===== src/rtl/mem_access_stage_if.sv =====
// Signal bundle for the MEM stage: EX handshake, data-memory request/response port
// and the registered WriteBack outputs. The stage uses 'slave'; its environment uses 'master'.
interface mem_access_stage_if;
    logic        in_valid;
    logic        in_ready;
    logic [31:0] pc_in;
    logic [31:0] alu_in;
    logic [31:0] store_data;
    logic [4:0]  rf_dest_in;
    logic [5:0]  opcode_in;

    logic        dmem_req_valid;
    logic        dmem_req_ready;
    logic [31:0] dmem_addr;
    logic        dmem_we;
    logic [31:0] dmem_wdata;
    logic [3:0]  dmem_wstrb;
    logic        dmem_resp_valid;
    logic [31:0] dmem_rdata;

    logic [31:0] pc;
    logic [31:0] mem_out;
    logic [31:0] alu_out;
    logic [4:0]  mem_rf_dest;
    logic [5:0]  opcode;
    logic        out_valid;
    logic        mem_err;

    modport slave (
        input  in_valid, pc_in, alu_in, store_data, rf_dest_in, opcode_in,
        input  dmem_req_ready, dmem_resp_valid, dmem_rdata,
        output in_ready,
        output dmem_req_valid, dmem_addr, dmem_we, dmem_wdata, dmem_wstrb,
        output pc, mem_out, alu_out, mem_rf_dest, opcode, out_valid, mem_err
    );

    modport master (
        output in_valid, pc_in, alu_in, store_data, rf_dest_in, opcode_in,
        output dmem_req_ready, dmem_resp_valid, dmem_rdata,
        input  in_ready,
        input  dmem_req_valid, dmem_addr, dmem_we, dmem_wdata, dmem_wstrb,
        input  pc, mem_out, alu_out, mem_rf_dest, opcode, out_valid, mem_err
    );
endinterface


===== src/rtl/mem_access_stage.sv =====
// MEM pipeline stage: one instruction in flight, load/store against a variable-latency
// data memory, registered results to WriteBack with a fixed bubble encoding when idle.
module mem_access_stage #(
    parameter int TIMEOUT = 255,
    parameter int CNT_W   = 8
) (
    input  logic               clk,
    input  logic               rst,
    mem_access_stage_if.slave  bus
);

    localparam logic [5:0] OP_LW     = 6'h23;
    localparam logic [5:0] OP_LB     = 6'h20;
    localparam logic [5:0] OP_LBU    = 6'h24;
    localparam logic [5:0] OP_SW     = 6'h2B;
    localparam logic [5:0] OP_SB     = 6'h28;
    localparam logic [5:0] OP_BUBBLE = 6'd2;

    typedef enum logic [1:0] {S_IDLE, S_REQ, S_WAIT, S_OUT} state_t;

    typedef struct packed {
        logic [31:0] pc;
        logic [31:0] mem_out;
        logic [31:0] alu_out;
        logic [4:0]  rf_dest;
        logic [5:0]  opcode;
        logic        err;
    } ret_t;

    state_t      r_state, w_next_state;
    logic [CNT_W-1:0] r_cnt;

    // Transaction captured on accept
    logic [31:0] r_pc, r_alu, r_addr, r_wdata;
    logic [4:0]  r_rf_dest;
    logic [5:0]  r_opcode;
    logic        r_we;
    logic [3:0]  r_wstrb;

    ret_t        r_ret, w_ret;
    logic        r_out_valid, w_ret_load;

    logic        w_in_ready, w_accept;
    logic        w_is_load_in, w_is_store_in, w_misaligned_in;
    logic [7:0]  w_byte;
    logic [31:0] w_load_data;

    assign w_in_ready      = (r_state == S_IDLE);
    assign w_accept        = bus.in_valid & w_in_ready;
    assign w_is_load_in    = (bus.opcode_in == OP_LW) || (bus.opcode_in == OP_LB) ||
                             (bus.opcode_in == OP_LBU);
    assign w_is_store_in   = (bus.opcode_in == OP_SW) || (bus.opcode_in == OP_SB);
    assign w_misaligned_in = ((bus.opcode_in == OP_LW) || (bus.opcode_in == OP_SW)) &&
                             (bus.alu_in[1:0] != 2'b00);

    always_comb begin
        w_byte = bus.dmem_rdata[7:0];
        case (r_alu[1:0])
            2'd1:    w_byte = bus.dmem_rdata[15:8];
            2'd2:    w_byte = bus.dmem_rdata[23:16];
            2'd3:    w_byte = bus.dmem_rdata[31:24];
            default: w_byte = bus.dmem_rdata[7:0];
        endcase
    end

    always_comb begin
        case (r_opcode)
            OP_LB:   w_load_data = {{24{w_byte[7]}}, w_byte};
            OP_LBU:  w_load_data = {24'd0, w_byte};
            default: w_load_data = bus.dmem_rdata;
        endcase
    end

    // NOTE: every signal driven here gets a default first, so no path leaves one unassigned and infers a latch.
    always_comb begin
        w_next_state   = r_state;
        w_ret_load     = 1'b0;
        w_ret.pc       = r_pc;
        w_ret.mem_out  = 32'd0;
        w_ret.alu_out  = r_alu;
        w_ret.rf_dest  = r_rf_dest;
        w_ret.opcode   = r_opcode;
        w_ret.err      = 1'b0;

        case (r_state)
            S_IDLE: begin
                if (w_accept) begin
                    w_ret.pc      = bus.pc_in;
                    w_ret.alu_out = bus.alu_in;
                    w_ret.rf_dest = bus.rf_dest_in;
                    w_ret.opcode  = bus.opcode_in;
                    if (w_misaligned_in) begin
                        w_next_state  = S_OUT;
                        w_ret_load    = 1'b1;
                        w_ret.rf_dest = 5'd0;
                        w_ret.opcode  = OP_BUBBLE;
                        w_ret.err     = 1'b1;
                    end else if (w_is_load_in || w_is_store_in) begin
                        w_next_state = S_REQ;
                    end else begin
                        w_next_state = S_OUT;
                        w_ret_load   = 1'b1;
                    end
                end
            end
            S_REQ: begin
                if (bus.dmem_req_ready) begin
                    if (r_we) begin
                        w_next_state = S_OUT;
                        w_ret_load   = 1'b1;
                    end else begin
                        w_next_state = S_WAIT;
                    end
                end
            end
            S_WAIT: begin
                // A response arriving on the timeout cycle still wins
                if (bus.dmem_resp_valid) begin
                    w_next_state  = S_OUT;
                    w_ret_load    = 1'b1;
                    w_ret.mem_out = w_load_data;
                end else if (r_cnt == CNT_W'(TIMEOUT)) begin
                    w_next_state  = S_OUT;
                    w_ret_load    = 1'b1;
                    w_ret.rf_dest = 5'd0;
                    w_ret.opcode  = OP_BUBBLE;
                    w_ret.err     = 1'b1;
                end
            end
            S_OUT:   w_next_state = S_IDLE;
            default: w_next_state = S_IDLE;
        endcase
    end

    // NOTE: state registers use non-blocking assignments so every flop samples pre-edge values.
    always_ff @(posedge clk) begin
        if (rst) begin
            r_state     <= S_IDLE;
            r_cnt       <= '0;
            r_pc        <= 32'd0;
            r_alu       <= 32'd0;
            r_addr      <= 32'd0;
            r_wdata     <= 32'd0;
            r_rf_dest   <= 5'd0;
            r_opcode    <= OP_BUBBLE;
            r_we        <= 1'b0;
            r_wstrb     <= 4'd0;
            r_out_valid <= 1'b0;
            r_ret       <= '{pc: 32'd0, mem_out: 32'd0, alu_out: 32'd0,
                             rf_dest: 5'd0, opcode: OP_BUBBLE, err: 1'b0};
        end else begin
            r_state <= w_next_state;

            if (w_accept) begin
                r_pc      <= bus.pc_in;
                r_alu     <= bus.alu_in;
                r_rf_dest <= bus.rf_dest_in;
                r_opcode  <= bus.opcode_in;
                r_addr    <= {bus.alu_in[31:2], 2'b00};
                r_we      <= w_is_store_in;
                if (bus.opcode_in == OP_SB) begin
                    r_wdata <= {4{bus.store_data[7:0]}};
                    r_wstrb <= 4'b0001 << bus.alu_in[1:0];
                end else begin
                    r_wdata <= bus.store_data;
                    r_wstrb <= (bus.opcode_in == OP_SW) ? 4'b1111 : 4'b0000;
                end
            end

            if (r_state == S_REQ && bus.dmem_req_ready) begin
                r_cnt <= '0;
            end else if (r_state == S_WAIT) begin
                r_cnt <= r_cnt + CNT_W'(1);
            end

            if (w_ret_load) begin
                r_ret       <= w_ret;
                r_out_valid <= 1'b1;
            end else if (r_out_valid) begin
                r_out_valid   <= 1'b0;
                r_ret.rf_dest <= 5'd0;
                r_ret.opcode  <= OP_BUBBLE;
                r_ret.err     <= 1'b0;
            end
        end
    end

    assign bus.in_ready       = w_in_ready;
    assign bus.dmem_req_valid = (r_state == S_REQ);
    assign bus.dmem_addr      = r_addr;
    assign bus.dmem_we        = r_we;
    assign bus.dmem_wdata     = r_wdata;
    assign bus.dmem_wstrb     = r_wstrb;

    assign bus.pc          = r_ret.pc;
    assign bus.mem_out     = r_ret.mem_out;
    assign bus.alu_out     = r_ret.alu_out;
    assign bus.mem_rf_dest = r_ret.rf_dest;
    assign bus.opcode      = r_ret.opcode;
    assign bus.mem_err     = r_ret.err;
    assign bus.out_valid   = r_out_valid;

endmodule


===== src/flat_wrapper.sv =====
// flat-port wrapper written by rule: the top's interface ports become plain ports
module mem_access_stage_flat 
#(
    parameter int TIMEOUT = 255,
    parameter int CNT_W   = 8
)
  (clk, rst, bus_in_valid, bus_pc_in, bus_alu_in, bus_store_data, bus_rf_dest_in, bus_opcode_in, bus_dmem_req_ready, bus_dmem_resp_valid, bus_dmem_rdata, bus_in_ready, bus_dmem_req_valid, bus_dmem_addr, bus_dmem_we, bus_dmem_wdata, bus_dmem_wstrb, bus_pc, bus_mem_out, bus_alu_out, bus_mem_rf_dest, bus_opcode, bus_out_valid, bus_mem_err);
  mem_access_stage_if bus_i ();
  input  logic clk;
  input  logic rst;
  input wire logic [$bits(bus_i.in_valid)-1:0] bus_in_valid;
  input wire logic [$bits(bus_i.pc_in)-1:0] bus_pc_in;
  input wire logic [$bits(bus_i.alu_in)-1:0] bus_alu_in;
  input wire logic [$bits(bus_i.store_data)-1:0] bus_store_data;
  input wire logic [$bits(bus_i.rf_dest_in)-1:0] bus_rf_dest_in;
  input wire logic [$bits(bus_i.opcode_in)-1:0] bus_opcode_in;
  input wire logic [$bits(bus_i.dmem_req_ready)-1:0] bus_dmem_req_ready;
  input wire logic [$bits(bus_i.dmem_resp_valid)-1:0] bus_dmem_resp_valid;
  input wire logic [$bits(bus_i.dmem_rdata)-1:0] bus_dmem_rdata;
  output wire logic [$bits(bus_i.in_ready)-1:0] bus_in_ready;
  output wire logic [$bits(bus_i.dmem_req_valid)-1:0] bus_dmem_req_valid;
  output wire logic [$bits(bus_i.dmem_addr)-1:0] bus_dmem_addr;
  output wire logic [$bits(bus_i.dmem_we)-1:0] bus_dmem_we;
  output wire logic [$bits(bus_i.dmem_wdata)-1:0] bus_dmem_wdata;
  output wire logic [$bits(bus_i.dmem_wstrb)-1:0] bus_dmem_wstrb;
  output wire logic [$bits(bus_i.pc)-1:0] bus_pc;
  output wire logic [$bits(bus_i.mem_out)-1:0] bus_mem_out;
  output wire logic [$bits(bus_i.alu_out)-1:0] bus_alu_out;
  output wire logic [$bits(bus_i.mem_rf_dest)-1:0] bus_mem_rf_dest;
  output wire logic [$bits(bus_i.opcode)-1:0] bus_opcode;
  output wire logic [$bits(bus_i.out_valid)-1:0] bus_out_valid;
  output wire logic [$bits(bus_i.mem_err)-1:0] bus_mem_err;
  assign bus_i.in_valid = bus_in_valid;
  assign bus_i.pc_in = bus_pc_in;
  assign bus_i.alu_in = bus_alu_in;
  assign bus_i.store_data = bus_store_data;
  assign bus_i.rf_dest_in = bus_rf_dest_in;
  assign bus_i.opcode_in = bus_opcode_in;
  assign bus_i.dmem_req_ready = bus_dmem_req_ready;
  assign bus_i.dmem_resp_valid = bus_dmem_resp_valid;
  assign bus_i.dmem_rdata = bus_dmem_rdata;
  assign bus_in_ready = bus_i.in_ready;
  assign bus_dmem_req_valid = bus_i.dmem_req_valid;
  assign bus_dmem_addr = bus_i.dmem_addr;
  assign bus_dmem_we = bus_i.dmem_we;
  assign bus_dmem_wdata = bus_i.dmem_wdata;
  assign bus_dmem_wstrb = bus_i.dmem_wstrb;
  assign bus_pc = bus_i.pc;
  assign bus_mem_out = bus_i.mem_out;
  assign bus_alu_out = bus_i.alu_out;
  assign bus_mem_rf_dest = bus_i.mem_rf_dest;
  assign bus_opcode = bus_i.opcode;
  assign bus_out_valid = bus_i.out_valid;
  assign bus_mem_err = bus_i.mem_err;
  mem_access_stage #(.TIMEOUT(TIMEOUT), .CNT_W(CNT_W)) u_core (.clk(clk), .rst(rst), .bus(bus_i));
endmodule

===== config.mk =====
export PLATFORM = sky130hd
export DESIGN_NAME = mem_access_stage_flat
export DESIGN_NICKNAME = d
export VERILOG_FILES = /design/src/rtl/mem_access_stage_if.sv /design/src/rtl/mem_access_stage.sv /design/src/flat_wrapper.sv
export SDC_FILE = /design/constraint.sdc
export NUM_CORES = 1
export LEC_CHECK = 0
export ABC_AREA = 1
export BUFFER_PORTS_ARGS = -buffer_cell sky130_fd_sc_hd__buf_2
export CORE_ASPECT_RATIO = 1.1
export CORE_MARGIN = 2
export CORE_UTILIZATION = 53
export CTS_BUF_LIST = sky130_fd_sc_hd__clkbuf_16
export CTS_CLUSTER_SIZE = 8
export DETAILED_ROUTE_END_ITERATION = 12
export PLACE_DENSITY = 0.83
export SYNTH_ARGS = -nofsm -noshare
export SYNTH_HDL_FRONTEND = slang
export SYNTH_SLANG_ARGS = --single-unit

===== constraint.sdc =====
create_clock -name clk -period 2.8 [get_ports clk]
set_input_delay 0.56 -clock clk [delete_from_list [all_inputs] [get_ports clk]]
set_output_delay 0.56 -clock clk [all_outputs]
set_load 0.1 [all_outputs]

==> results.py, run 1 <==
metrics = {
    "placement": {
        "io_buffers": 321,
        "dp_hpwl_um": 19070,
        "gp_congestion": 0.8861,
    },
    "yosys": {
        "ys_ff_latch": 231,
        "synth_ff_type": "dfxtp_1",
        "ys_types": 33,
        "synth_seq_area_share_pct": 46.90,
        "yosysWarnings": 0,
        "synth-async-reset-ratio_pct": 0,
        "synth_area_per_cell_sq_um": 7.358,
        "synth_area_sq_um": 9859,
        "synth_cells": 1340,
        "synth_edf_count": 0,
    },
    "timing": {
        "finalSetupViolations": 0,
        "worstMarginPinSlew_ns": 0.8453,
        "rsz0062_at_grt": "no",
        "fin_crit_ns": 2.421,
        "fin_setup_tns_ns": 0,
        "post-route-period-util_pct": 86.46,
        "hold_viol": 0,
        "slew_headroom_pct": 43.65,
        "slew_violations": 0,
        "fmax_mhz": 413.1,
        "clock_skew_ns": 0.01020,
    },
    "outcome": {
        "status": "complete, no violations",
    },
    "floorplanning": {
        "core_area_sq_um": 18350,
        "io_pins": 324,
        "die_area_sq_um": 19710,
        "die_w_um": 134.0,
        "initial_core_util_pct": 53.74,
        "die_h_um": 147.1,
        "rows": 52,
    },
    "worst_setup_path": {
        "r2r_start": "u_core.r_state[0]",
        "cp_max_fo": 8,
        "r2r.worst_path.cells": 9,
        "critPathMaxStageDelay_ns": 0.51,
        "cp.required_ns": 2.24,
        "worst_path_max_delay_cell": "buf_2",
        "crit_chain": "inv_1 -> ha_1 -> buf_2",
        "crit_arrival_ns": 1.86,
        "r2r_end": "u_core.bus.alu_out[29]",
        "rrSetupSlack_ns": 0.38,
        "start_kind": "flip-flop",
        "worstSetupPathType": "flip-flop to output pin",
        "worst_setup_path_end_kind": "output pin",
    },
    "global_route": {
        "grt_usage_pct": 26.70,
        "antenna_found_initial": 2,
        "grt_overflow": 0,
        "grt_pass1_vias": 9063,
        "busiest_layer": "met2",
        "use_met2_pct": 45.92,
        "grt_pass1_wl_um": 43080,
        "grt_use_met3_pct": 7.522,
        "grt_max_degree": 80,
        "use_met1_pct": 30.96,
    },
    "clock_tree": {
        "clkSlewWorstSetupHoldPaths_ns": 0.05,
        "cts-root-buf": "clkbuf_16",
        "cts-resized-gates": 0,
        "h-tree-depth": 2,
        "clk_latency_ns": 0.50,
        "clockBufferDepth": 3,
        "clock_sinks": 231,
        "post_cts.repair.setup_buffers": 0,
        "cts_buffers": 34,
        "holdBufCountCts": 0,
        "cts_tree": "done",
    },
    "route": {
        "drt_iter0_drc": 556,
        "antenna_left": 0,
        "wl_per_cell_um": 14.69,
        "drt_pre_antenna_iters": 5,
        "vias": 9504,
        "drc": 0,
        "avgViaCountPerCell": 5.129,
        "drt_wl_total_um": 27220,
    },
    "finish": {
        "drive_gt1_share_pct": 24.50,
        "final_nets": 1755,
        "syn2layout_area_growth_pct": 23.74,
        "multi_input_area_sq_um": 4328,
        "ff_latch_area_sq_um": 4624,
        "fillCellCount": 1556,
    },
    "hold_path": {
        "holdPathStages": 3,
        "min_delay_worst_endpoint": "u_core.bus.dmem_wdata[11]",
        "worstHoldPathType": "input pin to flip-flop",
        "hp-start": "bus_store_data[11]",
    },
    "run": {
        "max_cap_violations": 0,
    },
}
[metrics by stage]
step / std cells / area [sq um] / utilization, % / hold slack [ns] / setup slack (ns)
floorplan: 1341 / 9863 / - / 0.4386 / 0.3172
global placement: 1813 / 11280 / 61.50 / 0.4496 / 0.5046
detailed placement: 1813 / 11280 / 61.50 / 0.4574 / 0.4318
CTS: 1851 / 12200 / 66.47 / 0.3031 / 0.3803
global route: 1853 / 12200 / 66.50 / 0.3151 / 0.2061
finish: 1853 / 12200 / 66.50 / 0.3170 / 0.3791
[layer usage]
layer / wire length [um] / vias up
met5: 0 / -
met4: 1047 / 0
met3: 2445 / 78
met2: 13020 / 433
met1: 10710 / 4272
li1: - / 4721
[flip-flops by register name, indices dropped and copies added, names as in the netlist, 5 cells and up]
register	cells
u_core.bus.alu_out	32
u_core.bus.dmem_wdata	32
u_core.bus.mem_out	32
u_core.bus.pc	32
u_core.r_pc	32
u_core.r_alu	31
u_core.r_cnt	8
u_core.bus.opcode	6
u_core.r_opcode	6
u_core.bus.mem_rf_dest	5
u_core.r_rf_dest	5
[layout by cell type (no fill, tap or decap), drive strengths merged]
cell type,n
o21a,1
nor2,313
conb,2
inv,62
nor3,2
nand2,323
mux2i,63
diode,2
o22ai,9
or2,6
ha,5
a211oi,1
xor2,1
dfxtp,231
a21oi,84
nand4,2
o21ai,59
nand3,65
clkbuf,35
clkinv,3
and3,1
o21bai,2
buf,338
[worst max-delay path by stage]
stage | endpoint | cells after the start | from | slack, ns
2_1_floorplan | u_core.bus.alu_out[0] | 14 | u_core.r_state[0] | 0.32
3_3_place_gp | u_core.bus.pc[8] | 14 | bus_opcode_in[4] | 0.50
3_5_place_dp | u_core.bus.alu_out[28] | 9 | u_core.r_state[0] | 0.43
4_1_cts | bus_in_ready | 3 | u_core.r_state[0] | 0.38
5_1_grt | u_core.bus.alu_out[29] | 9 | u_core.r_state[0] | 0.21
6_report | bus_in_ready | 3 | u_core.r_state[0] | 0.38
[synthesized netlist by cell type, types with 2 or more instances]
cell type | number | area, sq um
mux2i_1 | 63 | 630.6
o21ai_0 | 59 | 295.3
nand2_1 | 320 | 1201
buf_2 | 15 | 75.07
nor2_2 | 5 | 31.28
dfxtp_1 | 231 | 4624
clkbuf_1 | 37 | 138.9
or2_2 | 4 | 25.02
buf_6 | 11 | 123.9
a21oi_1 | 84 | 420.4
buf_4 | 43 | 322.8
nand3_1 | 64 | 320.3
nor2_1 | 308 | 1156
or2_1 | 2 | 12.51
nor3_1 | 2 | 10.01
nand4_1 | 2 | 12.51
ha_1 | 5 | 62.56
nand2_2 | 2 | 12.51
inv_2 | 3 | 11.26
buf_1 | 2 | 7.510
o21bai_1 | 2 | 15.01
inv_1 | 57 | 214.0
o22ai_1 | 9 | 56.30
[kinds of logic after synthesis]
logic type	after synthesis	share of synthesized area, %
buf+inv	171	9.315
xor+xnor	1	0.08885
fa+ha+maj	5	0.6345
other cells	1	0.03803
flops	231	46.90
mux	63	6.396
simple gates	712	28.49
compound gates	156	8.134
[worst max-delay path, delay by kind of cell (launching register included)]
family                     cells  cell delay [ns]
DFF                            1             0.35
buffers and inverters          2             0.62
adders and majority gates      1             0.40
[layout make-up]
cell class                      count  share of cell area (%)
Tap cell                          243                   2.492
Sequential cell                   231                   37.90
Clock buffer                       35                   7.179
Inverter                           62                   1.969
Timing Repair Buffer              338                   14.64
Multi-Input combinational cell    939                   35.47
Antenna cell                        2                 0.04102
Clock inverter                      3                  0.2974
Power of run 1 is left out: the tool's default activity adds up to more than one toggle a clock period on the data nets, which glitch-free logic cannot reach.
==> run 2: changes to the inputs <==
==> constraint.sdc (replaced) <==
create_clock -name clk -period 2.8 [get_ports clk]
set_input_delay 0.28 -clock clk [delete_from_list [all_inputs] [get_ports clk]]
set_output_delay 0.28 -clock clk [all_outputs]
set_load 0.1 [all_outputs]
==> run 2 against run 1 <==
Hold slack got worse by 0.28 ns. Critical endpoint is now u_core.bus.alu_out[24]. Via count is 0.38% lower. Clock skew about the same. Critical path type is now flip-flop to flip-flop.
==> results.py, run 2 (same netlist as run 1, synthesis figures left out) <==
metrics = {
    "clock_tree": {
        "clk_latency_ns": 0.50,
        "post_cts.repair.setup_buffers": 0,
        "cts_buffers": 34,
        "clockBufferDepth": 3,
        "clkSlewWorstSetupHoldPaths_ns": 0.05,
        "clock_sinks": 231,
        "h-tree-depth": 2,
        "cts_tree": "done",
        "cts-root-buf": "clkbuf_16",
        "holdBufCountCts": 0,
        "cts-resized-gates": 0,
    },
    "timing": {
        "clock_skew_ns": 0.01012,
        "post-route-period-util_pct": 83.22,
        "fin_crit_ns": 2.330,
        "fmax_mhz": 429.1,
        "slew_headroom_pct": 39.03,
        "hold_viol": 0,
        "hold_slack_ns": 0.04098,
        "finalSetupViolations": 0,
        "fin_setup_tns_ns": 0,
        "rsz0062_at_grt": "no",
        "slew_violations": 0,
        "worstMarginPinSlew_ns": 0.9145,
    },
    "finish": {
        "layout_common_cells": "buf_2, nand2_1, nor2_1, dfxtp_1, a21oi_1",
        "syn2layout_area_growth_pct": 23.72,
        "final_common_cell": "buf_2",
        "fillCellCount": 1547,
        "final_nets": 1751,
        "drive_gt1_share_pct": 24.31,
    },
    "placement": {
        "io_buffers": 321,
        "dp_hpwl_um": 18970,
        "gp_congestion": 0.8969,
    },
    "global_route": {
        "antenna_found_initial": 3,
        "grt_max_degree": 104,
        "grt_pass1_vias": 8985,
        "grt_overflow": 0,
        "grt_pass1_wl_um": 42830,
        "grt_usage_pct": 26.68,
    },
    "floorplanning": {
        "io_pins": 324,
        "core_area_sq_um": 18350,
        "die_w_um": 134.0,
        "die_h_um": 147.1,
        "rows": 52,
        "initial_core_util_pct": 53.74,
        "die_area_sq_um": 19710,
    },
    "route": {
        "drt_iter0_drc": 645,
        "drt_wl_total_um": 27370,
        "avgViaCountPerCell": 5.118,
        "antenna_left": 0,
        "vias": 9468,
        "drt_pre_antenna_iters": 5,
        "drc": 0,
        "wl_per_cell_um": 14.80,
    },
    "worst_setup_path": {
        "cp.required_ns": 3.18,
        "crit_arrival_ns": 2.71,
        "worstSetupPathType": "flip-flop to flip-flop",
        "r2r_start": "u_core.r_state[0]",
        "r2r.worst_path.cells": 14,
        "start_kind": "flip-flop",
        "worst_setup_path_end_kind": "flip-flop",
        "startpoint": "u_core.r_state[0]",
        "r2r_end": "u_core.bus.alu_out[24]",
        "cp_max_fo": 47,
        "rrSetupSlack_ns": 0.47,
    },
    "hold_path": {
        "worstHoldPathType": "input pin to flip-flop",
        "min_delay_worst_endpoint": "u_core.bus.dmem_wdata[29]",
        "holdPathStages": 3,
        "hp-start": "bus_store_data[29]",
    },
    "run": {
        "max_cap_violations": 0,
    },
    "outcome": {
        "status": "complete, no violations",
    },
}
-- run 2: cell types whose count changed in the layout (fill, tap and decap cells not counted), sizes merged --
| cell | previous run | this run |
|---|---|---|
| buf | 338 | 334 |
| diode | 2 | 3 |
-- run 2: worst max-delay path by stage --
stage                     cells after the start                      to
after floorplan                              14   u_core.bus.alu_out[0]
after global placement                       14   u_core.bus.mem_out[0]
after detailed placement                     14  u_core.bus.alu_out[23]
after CTS                                    14  u_core.bus.alu_out[24]
after global routing                         14  u_core.bus.alu_out[16]
final                                        14  u_core.bus.alu_out[24]
-- run 2: per-layer routing --
metal / global-route usage [%] / share of wire (%) / vias to the layer above
li1: - / - / 4717
met1: 31.96 / 40 / 4258
met2: 45.33 / 48 / 421
met3: 5.763 / 8.1 / 72
met4: 13.16 / 3.9 / 0
met5: 0 / 0 / -
-- run 2: stage by stage --
step                      cells  instance area [sq um]  utilization, %  setup slack [ns]
final                      1850                  12200           66.48            0.4698
after detailed placement   1809                  11280           61.47            0.5289
after CTS                  1847                  12190           66.44            0.4864
after global placement     1809                  11280           61.47            0.6326
after floorplan            1341                   9863               -            0.3172
after global routing       1850                  12200           66.48            0.2646
-- run 2: cell type report --
| type | instances | area (sq um) | area share [%] |
|---|---|---|---|
| Timing Repair Buffer | 334 | 1782 | 14.61 |
| Tap cell | 243 | 304.0 | 2.493 |
| Clock buffer | 35 | 875.8 | 7.180 |
| Inverter | 62 | 240.2 | 1.969 |
| Multi-Input combinational cell | 939 | 4328 | 35.48 |
| Clock inverter | 3 | 36.28 | 0.2975 |
| Sequential cell | 231 | 4624 | 37.91 |
| Antenna cell | 3 | 7.507 | 0.06155 |
-- run 2: critical path, stage by stage, from the launching register on --
cell,delay [ns]
dfxtp_1,0.35
inv_1,0.10
ha_1,0.41
nand2_2,0.09
nand2_1,0.09
inv_2,0.03
nand2_1,0.06
inv_2,0.03
nand2_2,0.08
nand2_4,0.13
inv_6,0.32
buf_12,0.26
nand2_1,0.09
nand2_1,0.09
nor2_1,0.05
Power of run 2 is left out for the same reason.
